===== config.mk =====
export PLATFORM = sky130hd
export DESIGN_NAME = hilo_muldiv_ctrl_flat
export DESIGN_NICKNAME = d
export VERILOG_FILES = /design/src/rtl/hilo_pkg.sv /design/src/rtl/hilo_muldiv_ctrl_if.sv /design/src/rtl/seq_multiplier.sv /design/src/rtl/hilo_muldiv_ctrl.sv /design/src/flat_wrapper.sv
export SDC_FILE = /design/constraint.sdc
export NUM_CORES = 1
export LEC_CHECK = 0
export CAP_MARGIN = 20
export CORE_UTILIZATION = 52
export DETAILED_ROUTE_END_ITERATION = 8
export GPL_ROUTABILITY_DRIVEN = 0
export PLACE_DENSITY = 0.78
export RECOVER_POWER = 100
export SLEW_MARGIN = 20
export SYNTH_ARGS = -nofsm -noshare
export SYNTH_HDL_FRONTEND = slang
export SYNTH_HIERARCHICAL = 1
export SYNTH_SLANG_ARGS = --single-unit

===== constraint.sdc =====
create_clock -name clk -period 4.7 [get_ports clk]
set_clock_uncertainty 0.2 [all_clocks]
set_input_delay 0.47 -clock clk [delete_from_list [all_inputs] [get_ports clk]]
set_output_delay 0.47 -clock clk [all_outputs]
set_load 0.005 [all_outputs]

===== src/rtl/hilo_pkg.sv =====
// Shared decode constants, FSM state type and HI/LO instruction classifier
// for the MIPS HI/LO multiply/divide controller.
package hilo_pkg;

  localparam logic [5:0] OP_SPECIAL = 6'b000000;

  localparam logic [5:0] FN_MFHI  = 6'b010000;
  localparam logic [5:0] FN_MTHI  = 6'b010001;
  localparam logic [5:0] FN_MFLO  = 6'b010010;
  localparam logic [5:0] FN_MTLO  = 6'b010011;
  localparam logic [5:0] FN_MULT  = 6'b011000;
  localparam logic [5:0] FN_MULTU = 6'b011001;

  typedef enum logic {
    IDLE = 1'b0,
    BUSY = 1'b1
  } state_e;

  function automatic logic is_hilo_instr(input logic [5:0] op, input logic [5:0] func);
    logic hit;
    hit = 1'b0;
    if (op == OP_SPECIAL) begin
      case (func)
        FN_MFHI, FN_MTHI, FN_MFLO, FN_MTLO, FN_MULT, FN_MULTU: hit = 1'b1;
        default: hit = 1'b0;
      endcase
    end
    return hit;
  endfunction

endpackage


===== src/rtl/hilo_muldiv_ctrl_if.sv =====
// Pipeline-facing bundle of the HI/LO controller: EX/ID decode inputs,
// HI/LO read data and stall/status outputs.
interface hilo_muldiv_ctrl_if #(parameter int DATA_W = 32);
  logic              ex_valid;
  logic [5:0]        ex_op;
  logic [5:0]        ex_func;
  logic [DATA_W-1:0] ex_rs;
  logic [DATA_W-1:0] ex_rt;
  logic [5:0]        id_op;
  logic [5:0]        id_func;
  logic [DATA_W-1:0] hilo_rdata;
  logic [DATA_W-1:0] hi_o;
  logic [DATA_W-1:0] lo_o;
  logic              busy;
  logic              stall_req;
  logic              mul_done;

  modport master (
    output ex_valid, ex_op, ex_func, ex_rs, ex_rt, id_op, id_func,
    input  hilo_rdata, hi_o, lo_o, busy, stall_req, mul_done
  );

  modport slave (
    input  ex_valid, ex_op, ex_func, ex_rs, ex_rt, id_op, id_func,
    output hilo_rdata, hi_o, lo_o, busy, stall_req, mul_done
  );
endinterface


===== src/rtl/seq_multiplier.sv =====
// Unsigned DATA_W x DATA_W radix-2 shift-add multiplier, one partial
// product per cycle; product is valid in the cycle done is high.
//
// state | meaning
// IDLE  | waiting for start, operands latched on start
// BUSY  | one shift-add step per cycle, DATA_W steps total
module seq_multiplier
  import hilo_pkg::*;
#(
  parameter int DATA_W = 32
) (
  input  logic                  clk,
  input  logic                  rst,
  input  logic                  start,
  input  logic [DATA_W-1:0]     a,
  input  logic [DATA_W-1:0]     b,
  output logic                  busy,
  output logic                  done,
  output logic [2*DATA_W-1:0]   product
);

  localparam int CW = $clog2(DATA_W);
  localparam logic [CW-1:0] CNT_LAST   = CW'(DATA_W - 1);
  localparam logic [CW-1:0] CNT_PENULT = CW'(DATA_W - 2);

  state_e               state_q, state_d;
  logic [CW-1:0]        count_q;
  logic [2*DATA_W-1:0]  mcand_q;
  logic [DATA_W-1:0]    mplier_q;
  logic [2*DATA_W-1:0]  acc_q;
  logic                 done_q;
  logic [2*DATA_W-1:0]  acc_next;

  always_comb begin
    state_d = state_q;
    case (state_q)
      IDLE: if (start) state_d = BUSY;
      BUSY: if (count_q == CNT_LAST) state_d = IDLE;
      default: state_d = IDLE;
    endcase
  end

  always_ff @(posedge clk) begin
    if (rst) state_q <= IDLE;
    else     state_q <= state_d;
  end

  assign acc_next = acc_q + (mplier_q[0] ? mcand_q : '0);

  always_ff @(posedge clk) begin
    if (rst) begin
      count_q  <= '0;
      mcand_q  <= '0;
      mplier_q <= '0;
      acc_q    <= '0;
      done_q   <= 1'b0;
    end else begin
      // done is registered one step early so it lines up with the final step
      done_q <= (state_q == BUSY) && (count_q == CNT_PENULT);
      if (state_q == IDLE) begin
        if (start) begin
          count_q  <= '0;
          mcand_q  <= {{DATA_W{1'b0}}, a};
          mplier_q <= b;
          acc_q    <= '0;
        end
      end else begin
        count_q  <= count_q + 1'b1;
        mcand_q  <= mcand_q << 1;
        mplier_q <= mplier_q >> 1;
        acc_q    <= acc_next;
      end
    end
  end

  assign busy    = (state_q == BUSY);
  assign done    = done_q;
  assign product = acc_next;

endmodule


===== src/rtl/hilo_muldiv_ctrl.sv =====
// HI/LO register owner for the 5-stage pipeline: sequences MULT/MULTU on the
// shift-add core, serves MFHI/MFLO/MTHI/MTLO and requests stalls for HI/LO users.
module hilo_muldiv_ctrl
  import hilo_pkg::*;
#(
  parameter int DATA_W = 32
) (
  input  logic            clk,
  input  logic            rst,
  hilo_muldiv_ctrl_if.slave bus
);

  logic                 ex_special;
  logic                 ex_mult, ex_multu, ex_mfhi, ex_mflo, ex_mthi, ex_mtlo;
  logic                 id_hilo;
  logic                 mul_busy, mul_done;
  logic                 start;
  logic [DATA_W-1:0]    op_a, op_b;
  logic [2*DATA_W-1:0]  mul_product;
  logic [2*DATA_W-1:0]  result;
  logic                 sign_q;
  logic [DATA_W-1:0]    hi_q, lo_q;

  assign ex_special = bus.ex_valid && (bus.ex_op == OP_SPECIAL);
  assign ex_mult    = ex_special && (bus.ex_func == FN_MULT);
  assign ex_multu   = ex_special && (bus.ex_func == FN_MULTU);
  assign ex_mfhi    = ex_special && (bus.ex_func == FN_MFHI);
  assign ex_mflo    = ex_special && (bus.ex_func == FN_MFLO);
  assign ex_mthi    = ex_special && (bus.ex_func == FN_MTHI);
  assign ex_mtlo    = ex_special && (bus.ex_func == FN_MTLO);
  assign id_hilo    = is_hilo_instr(bus.id_op, bus.id_func);

  // a start seen while busy is dropped by the core, so gate it here too
  assign start = !rst && !mul_busy && (ex_mult || ex_multu);

  // magnitude of the most negative operand still fits as DATA_W unsigned
  assign op_a = (ex_mult && bus.ex_rs[DATA_W-1]) ? (~bus.ex_rs + 1'b1) : bus.ex_rs;
  assign op_b = (ex_mult && bus.ex_rt[DATA_W-1]) ? (~bus.ex_rt + 1'b1) : bus.ex_rt;

  seq_multiplier #(.DATA_W(DATA_W)) u_mul (
    .clk     (clk),
    .rst     (rst),
    .start   (start),
    .a       (op_a),
    .b       (op_b),
    .busy    (mul_busy),
    .done    (mul_done),
    .product (mul_product)
  );

  always_ff @(posedge clk) begin
    if (rst)        sign_q <= 1'b0;
    else if (start) sign_q <= ex_mult && (bus.ex_rs[DATA_W-1] ^ bus.ex_rt[DATA_W-1]);
  end

  assign result = sign_q ? (~mul_product + 1'b1) : mul_product;

  // the product overrides a same-cycle MTHI/MTLO issued in violation of the stall
  always_ff @(posedge clk) begin
    if (rst) begin
      hi_q <= '0;
      lo_q <= '0;
    end else if (mul_done) begin
      hi_q <= result[2*DATA_W-1:DATA_W];
      lo_q <= result[DATA_W-1:0];
    end else begin
      if (ex_mthi) hi_q <= bus.ex_rs;
      if (ex_mtlo) lo_q <= bus.ex_rs;
    end
  end

  always_comb begin
    bus.hilo_rdata = '0;
    if (!rst) begin
      if (ex_mfhi)      bus.hilo_rdata = hi_q;
      else if (ex_mflo) bus.hilo_rdata = lo_q;
    end
  end

  assign bus.stall_req = !rst && id_hilo && (mul_busy || start);
  assign bus.hi_o      = hi_q;
  assign bus.lo_o      = lo_q;
  assign bus.busy      = mul_busy;
  assign bus.mul_done  = mul_done;

endmodule


===== src/flat_wrapper.sv =====
// flat-port wrapper written by rule: the top's interface ports become plain ports
module hilo_muldiv_ctrl_flat import hilo_pkg::*;
#(
  parameter int DATA_W = 32
)
  (clk, rst, bus_ex_valid, bus_ex_op, bus_ex_func, bus_ex_rs, bus_ex_rt, bus_id_op, bus_id_func, bus_hilo_rdata, bus_hi_o, bus_lo_o, bus_busy, bus_stall_req, bus_mul_done);
  hilo_muldiv_ctrl_if #(.DATA_W(DATA_W)) bus_i ();
  input  logic clk;
  input  logic rst;
  input wire logic [$bits(bus_i.ex_valid)-1:0] bus_ex_valid;
  input wire logic [$bits(bus_i.ex_op)-1:0] bus_ex_op;
  input wire logic [$bits(bus_i.ex_func)-1:0] bus_ex_func;
  input wire logic [$bits(bus_i.ex_rs)-1:0] bus_ex_rs;
  input wire logic [$bits(bus_i.ex_rt)-1:0] bus_ex_rt;
  input wire logic [$bits(bus_i.id_op)-1:0] bus_id_op;
  input wire logic [$bits(bus_i.id_func)-1:0] bus_id_func;
  output wire logic [$bits(bus_i.hilo_rdata)-1:0] bus_hilo_rdata;
  output wire logic [$bits(bus_i.hi_o)-1:0] bus_hi_o;
  output wire logic [$bits(bus_i.lo_o)-1:0] bus_lo_o;
  output wire logic [$bits(bus_i.busy)-1:0] bus_busy;
  output wire logic [$bits(bus_i.stall_req)-1:0] bus_stall_req;
  output wire logic [$bits(bus_i.mul_done)-1:0] bus_mul_done;
  assign bus_i.ex_valid = bus_ex_valid;
  assign bus_i.ex_op = bus_ex_op;
  assign bus_i.ex_func = bus_ex_func;
  assign bus_i.ex_rs = bus_ex_rs;
  assign bus_i.ex_rt = bus_ex_rt;
  assign bus_i.id_op = bus_id_op;
  assign bus_i.id_func = bus_id_func;
  assign bus_hilo_rdata = bus_i.hilo_rdata;
  assign bus_hi_o = bus_i.hi_o;
  assign bus_lo_o = bus_i.lo_o;
  assign bus_busy = bus_i.busy;
  assign bus_stall_req = bus_i.stall_req;
  assign bus_mul_done = bus_i.mul_done;
  hilo_muldiv_ctrl #(.DATA_W(DATA_W)) u_core (.clk(clk), .rst(rst), .bus(bus_i));
endmodule

**Word-level counts from Yosys, hierarchy flattened**

Index checks and enable logic that the tools add are counted.

- $add $sub $neg: 5
- Equal/unequal tests: 14
- Mux-type cells: 24
- Bitwise gates (word level): 5
- Reductions and logical operators: 26

Operators with widths:

| operator | count |
|---|---|
| 2-to-1 mux 64 bit | 6 |
| 2-to-1 mux 32 bit | 9 |
| equality test 6 x 5 -> 1 bit (second input constant) | 12 |
| adder 32 x 1 -> 32 bit (second input constant) | 2 |
| adder 64 x 1 -> 64 bit (second input constant) | 1 |
| adder 64 bit | 1 |
| inverter 32 bit | 2 |
| inverter 64 bit | 1 |
| 2-to-1 mux 31 bit | 2 |
| logical AND 1 bit | 15 |
| logical NOT 6 bit | 2 |
| equality test 5 bit (second input constant) | 2 |
| 2-to-1 mux 5 bit | 2 |
| nonzero test 2 bit | 3 |
| OR reduction 6 bit | 1 |
| adder 5 x 1 -> 5 bit (second input constant) | 1 |
| 2-to-1 mux 1 bit | 4 |
| logical NOT 1 bit | 2 |
| logical OR 1 bit | 2 |
| case mux 1 bit (2 select lines) | 1 |
| OR reduction 2 bit | 1 |
| inverter 1 bit | 1 |
| XOR 1 bit | 1 |

- Flip-flop bits (word level): 232
- Input bits: 91
- Output and inout port bits: 99
- Word-level logic and storage cells: 85

**Depth between registers and ports, before layout**

- Depth after elaboration: 7
- Mapped depth: 22
- Gate-level depth less buffers: 20

**Cells and area by module**

Netlist, hierarchy kept.

Modules (own cells, without submodules):

| module | instances | cells an instance | area each (sq um) | sequential area each (sq um) |
|---|---|---|---|---|
| seq_multiplier | 1 | 1298 | 10657.7 | 3343.2 |
| hilo_muldiv_ctrl | 1 | 772 | 5977.0 | 1301.2 |

**Worst setup path after synthesis**

Ideal clock, no wire load.

- Path kind: reg2reg
- Start point: reg u_core.u_mul.mplier_q[0]
- End point: reg u_core.hi_q[18] (netlist: u_core/bus.hi_o[18])
- Setup time: 0.086 ns
- Arrival time: 4.708 ns
- Required time: 4.414 ns
- Setup slack: -0.294 ns
- Cell stages (with the launch flop): 23
- Path buffers: 3
- Period minus slack after synthesis: 4.994 ns
- Cells stage by stage: dfxtp_1 -> clkbuf_1 -> clkbuf_1 -> and2_1 -> ha_1 -> inv_1 -> fa_1 -> nand2b_1 -> a21oi_1 -> o21a_1 -> o21ai_0 -> and3_1 -> o21ai_1 -> a21boi_0 -> o21ai_1 -> xnor2_1 -> or3_1 -> or4_1 -> clkbuf_1 -> or4_1 -> o31ai_1 -> xor2_1 -> a211oi_1

- Longest elaborated chain between the ends: 6

Ends and longest elaborated chain:

| item | RTL line | source |
|---|---|---|
| start: declaration | seq_multiplier.sv:29 | `logic [DATA_W-1:0] mplier_q;` |
| start signal: assignment | seq_multiplier.sv:70 | `mplier_q <= mplier_q >> 1;` |
| 2-to-1 mux 64 bit | seq_multiplier.sv:48 | `assign acc_next = acc_q + (mplier_q[0] ? mcand_q : '0);` |
| adder 64 bit | seq_multiplier.sv:48 |  |
| named net u_core.mul_product[46] | hilo_muldiv_ctrl.sv:19 | `logic [2*DATA_W-1:0] mul_product;` |
| inverter 64 bit | hilo_muldiv_ctrl.sv:56 | `assign result = sign_q ? (~mul_product + 1'b1) : mul_product;` |
| adder 64 x 1 -> 64 bit | hilo_muldiv_ctrl.sv:56 |  |
| 2-to-1 mux 64 bit | hilo_muldiv_ctrl.sv:56 |  |
| 2-to-1 mux 32 bit | hilo_muldiv_ctrl.sv:63 | `end else if (mul_done) begin` |
| end signal: assignment | hilo_muldiv_ctrl.sv:64 | `hi_q <= result[2*DATA_W-1:DATA_W];` |
| end signal: assignment | hilo_muldiv_ctrl.sv:67 | `if (ex_mthi) hi_q <= bus.ex_rs;` |
| end: declaration | hilo_muldiv_ctrl.sv:22 | `logic [DATA_W-1:0] hi_q, lo_q;` |

The timed path passes the listed nets, and every way through them passes these cells.
A chain may end at the register's enable or synchronous reset.

**Worst setup path in the final report**

- Start point: reg u_core.u_mul.mplier_q[0]
- End point: reg u_core.hi_q[28] (netlist: u_core/bus.hi_o[28])

The elaborated chain is that of the path after synthesis.

==> metrics.md <==
| Metric | Value |
|---|---|
| Synth Area per Inst | 8.04 sq um |
| CTS Buf Count | 26 |
| Buffer depth of the longest clock path | 3 |
| RSZ-0062 raised after global routing | yes |
| Chip height | around 180 um |
| Ant diodes | 0 |
| Antenna violations before repair | 0 |
| Boundary pin count | 190 |
| Via density | about 6.3 |
| Fraction of layout cells with a size suffix above 1 | between 15 and 20% |
| Syn Nets | ~2200 |
| Power, Total | around 4.4 mW |
| Register area share after synthesis | 27.9% |
| Type of origin of the critical path | flip-flop |
| Hold-fix buffers, CTS | 0 |
| Setup TNS | -0.869 ns |
| Post-synth EDFFs | 0 |
| Die W | between 150 and 200 um |
| Design Area, Final | 22100 sq um |
| Util after Layout | a little over two thirds |
| Initial DRT Pass Iterations | 6 |
| DRC errors left | 0 |
| Placed cell area | roughly 20000 sq um |
| Largest net degree at the start of global routing | between 100 and 150 |
| Count of state elements after synthesis | about 230 |
| Critical path cell sequence | buf_12 -> and2_4 -> ha_4 -> and3_4 -> nand4_1 -> a21oi_4 -> o2111ai_4 -> a21oi_2 -> nor2_2 -> o31a_1 -> o21bai_1 -> xor2_1 -> or4_4 -> nor4_4 -> nand4_1 -> buf_6 -> o31ai_4 -> xor2_1 -> o22ai_1 |
| Failing checks | setup timing |
| Via count of the first global-routing pass | roughly 17000 |
| Clock sink count | between 200 and 250 |
| Endpoints failing setup | 13 |
| Cell Area, Synth | 16600 sq um |
| Num rows | 65 |
| Clock root buffer | clkbuf_16 |
| CTS tree | done |
| Critical Path Max Stage Delay | approximately 0.46 ns |
| PD cells | slightly below 200 nW/um^2 |
| Congestion Overflow GR | 0 |
| Tcrit/Tclk final | 103% |
| Total track usage | 34.4% |
| Detailed Route WL | about 60000 um |
| Fin nets | approximately 2600 |
| Critical Path Fanout Max | 28 |
| Initial Utilization | a little over half |
| Unique masters post-synth | 90 |
| Outcome | complete, but fails checks |
| Fin. Hold Viols | 0 |
| Synth Flop Type | dfxtp_1 |
| Hold crit path type | in -> reg |
| Clock Pin Slew Worst Setup and Hold Paths | about 0.060 ns |
| Core area | ~31000 sq um |
| Final min period | 4.82 ns |
| Via count | between 15000 and 20000 |
| Final worst slack | -0.122 ns |
| Worst-Margin Slew | roughly 1.1 ns |
| Global-route wire length before repair | around 91000 um |
| Synth async-reset ratio | 0% |
| Count of warnings emitted by yosys | 6 |
| H-tree depth | 1 |
| Wire length per cell | about 21 um |
| P&R area growth vs syn | 33.0% |
| CP Data Required Time | between 4 and 5 ns |
| Post-route antenna net violation count | 0 |
| Crit path kind | reg -> reg |
| Slowest cell on the critical path | or4_4 |
| Max-slew violation count | 0 |
| DR iter-0 viols | approximately 2100 |
| Most common cell after layout, fill and taps aside | nor2_1 |
| Die area | approximately 33000 sq um |
| Max Cap Viol | 0 |
| Lkg Pwr | between 9 and 10 nW |
| Worst slew margin | 27.4% |
| CP Capture Type | flip-flop |
| Max Freq | around 210 MHz |
| Crit path DAT | around 5 ns |
| Dpl hpwl | approximately 42000 um |
| IO buf count | approximately 190 |
| Peak VDD IR | around 0.28 mV |
| Mapped Cells | between 2000 and 2500 |
| Fill count | approximately 2300 |
| Most frequent cells in the layout | nor2_1, buf_4, dfxtp_1 |
| Clock Latency Late Sink | between 0.5 and 0.6 ns |
[path summary, 6_finish.rpt]
| kind | startpoint | to | slack (ns) | cells after the start |
|---|---|---|---|---|
| worst min register to register | u_core/u_mul/mcand_q[63] | u_core/u_mul/mcand_q[63] | 0.28 | 1 |
| worst max-delay path | u_core/u_mul/mplier_q[0] | u_core/bus.hi_o[28] | -0.12 | 19 |
| worst min-delay path | rst | u_core/u_mul/mcand_q[2] | 0.17 | 2 |
| worst max register to register | u_core/u_mul/mplier_q[0] | u_core/bus.hi_o[28] | -0.12 | 19 |
[stage by stage]
| step | worst slack (ns) | instances | hold slack [ns] |
|---|---|---|---|
| floorplan | -0.0200 | 2070 | 0.242 |
| finish | -0.122 | 2827 | 0.166 |
| CTS | -0.0306 | 2821 | 0.142 |
| global route | -0.308 | 2827 | 0.166 |
| global placement | -0.160 | 2769 | 0.258 |
| detailed placement | -0.286 | 2769 | 0.261 |
[cell families (layout without fill, tap and decap cells)]
group	Yosys count	count (layout)	share of synthesized area, %
XOR/XNOR	178	178	9.42
flip-flops	232	232	27.9
AO/OA/AOI/OAI	583	583	23.0
buffers and inverters	169	524	4.56
AND/OR/NAND/NOR	682	682	20.3
adder cells (fa/ha/maj)	70	70	5.31
multiplexers	156	156	9.44
[sequential cells by signal, summed over array words and instances (netlist names), 5 cells and up]
register	flops
u_core/bus.lo_o	32
u_core/u_mul/mplier_q	32
u_core/u_mul/mcand_q	64
u_core/u_mul/count_q	5
u_core/bus.hi_o	32
u_core/u_mul/acc_q	64
[synth_stat cells, types with 8 or more instances]
library cell | instances | area, sq um
o21ai_1 | 8 | 40.0
xnor2_1 | 81 | 709
o21bai_1 | 13 | 97.6
a21o_1 | 36 | 270
o31ai_1 | 36 | 270
clkbuf_1 | 107 | 402
a211oi_1 | 16 | 120
nand3_1 | 24 | 120
or3_1 | 19 | 119
inv_1 | 29 | 109
dfxtp_1 | 232 | 4640
a21oi_1 | 204 | 1020
or4_1 | 18 | 135
o22ai_1 | 39 | 244
ha_1 | 69 | 863
nand2b_1 | 17 | 106
nand4_1 | 33 | 206
nor2_1 | 296 | 1110
a22o_1 | 69 | 604
and2_1 | 73 | 457
a31oi_1 | 11 | 68.8
buf_2 | 11 | 55.1
nor2b_1 | 8 | 50.1
mux2i_1 | 149 | 1490
nor3b_1 | 25 | 188
nor3_1 | 26 | 130
o21ai_0 | 78 | 390
or2_2 | 11 | 68.8
o21a_1 | 8 | 60.1
xor2_1 | 96 | 841
nor4_1 | 13 | 81.3
nand2_1 | 87 | 327
o41ai_1 | 12 | 105
[timing repair]
action / in CTS / in global routing
pin swaps: 23 / 37
gates resized for setup: 60 / 97
endpoints found under the hold margin: 0 / 0
cloned: 0 / 0
buffers inserted: 6 / 6
setup endpoints to repair: 29 / 37
[power by group]
part	total, mW	switching [mW]	internal [mW]
combinational	0.217	0.118	0.0984
clock	2.20	0.858	1.34
sequential	1.97	0.000144	1.96
[worst max-delay path, delay by kind of cell, from the launching register on]
family                   cells  cell delay (ns)
adder cells (fa/ha/maj)      1             0.28
buffers and inverters        2             0.38
AO/OA/AOI/OAI                7             1.56
flip-flops                   1             0.36
AND/OR/NAND/NOR              7             1.52
XOR/XNOR                     2             0.33
[per-layer routing]
layer | global-route usage (%) | vias up | wire [um]
li1 | - | 8154 | -
met1 | 42.7 | 8428 | 23300
met2 | 57.0 | 1031 | 27600
met3 | 4.84 | 240 | 4970
met4 | 19.4 | 0 | 3770
met5 | 0 | - | 0
[final cells by class]
| class | instances | area [sq um] | area share [%] |
|---|---|---|---|
| clock buffer | 34 | 711 | 3.21 |
| tap | 402 | 503 | 2.27 |
| sequential | 232 | 4650 | 21.0 |
| multi-input combinational | 1669 | 12000 | 54.4 |
| clock inverter | 12 | 204 | 0.922 |
| timing repair buffer | 449 | 3910 | 17.6 |
| inverter | 29 | 109 | 0.492 |
No activity file was read; power rests on OpenSTA's default activity.
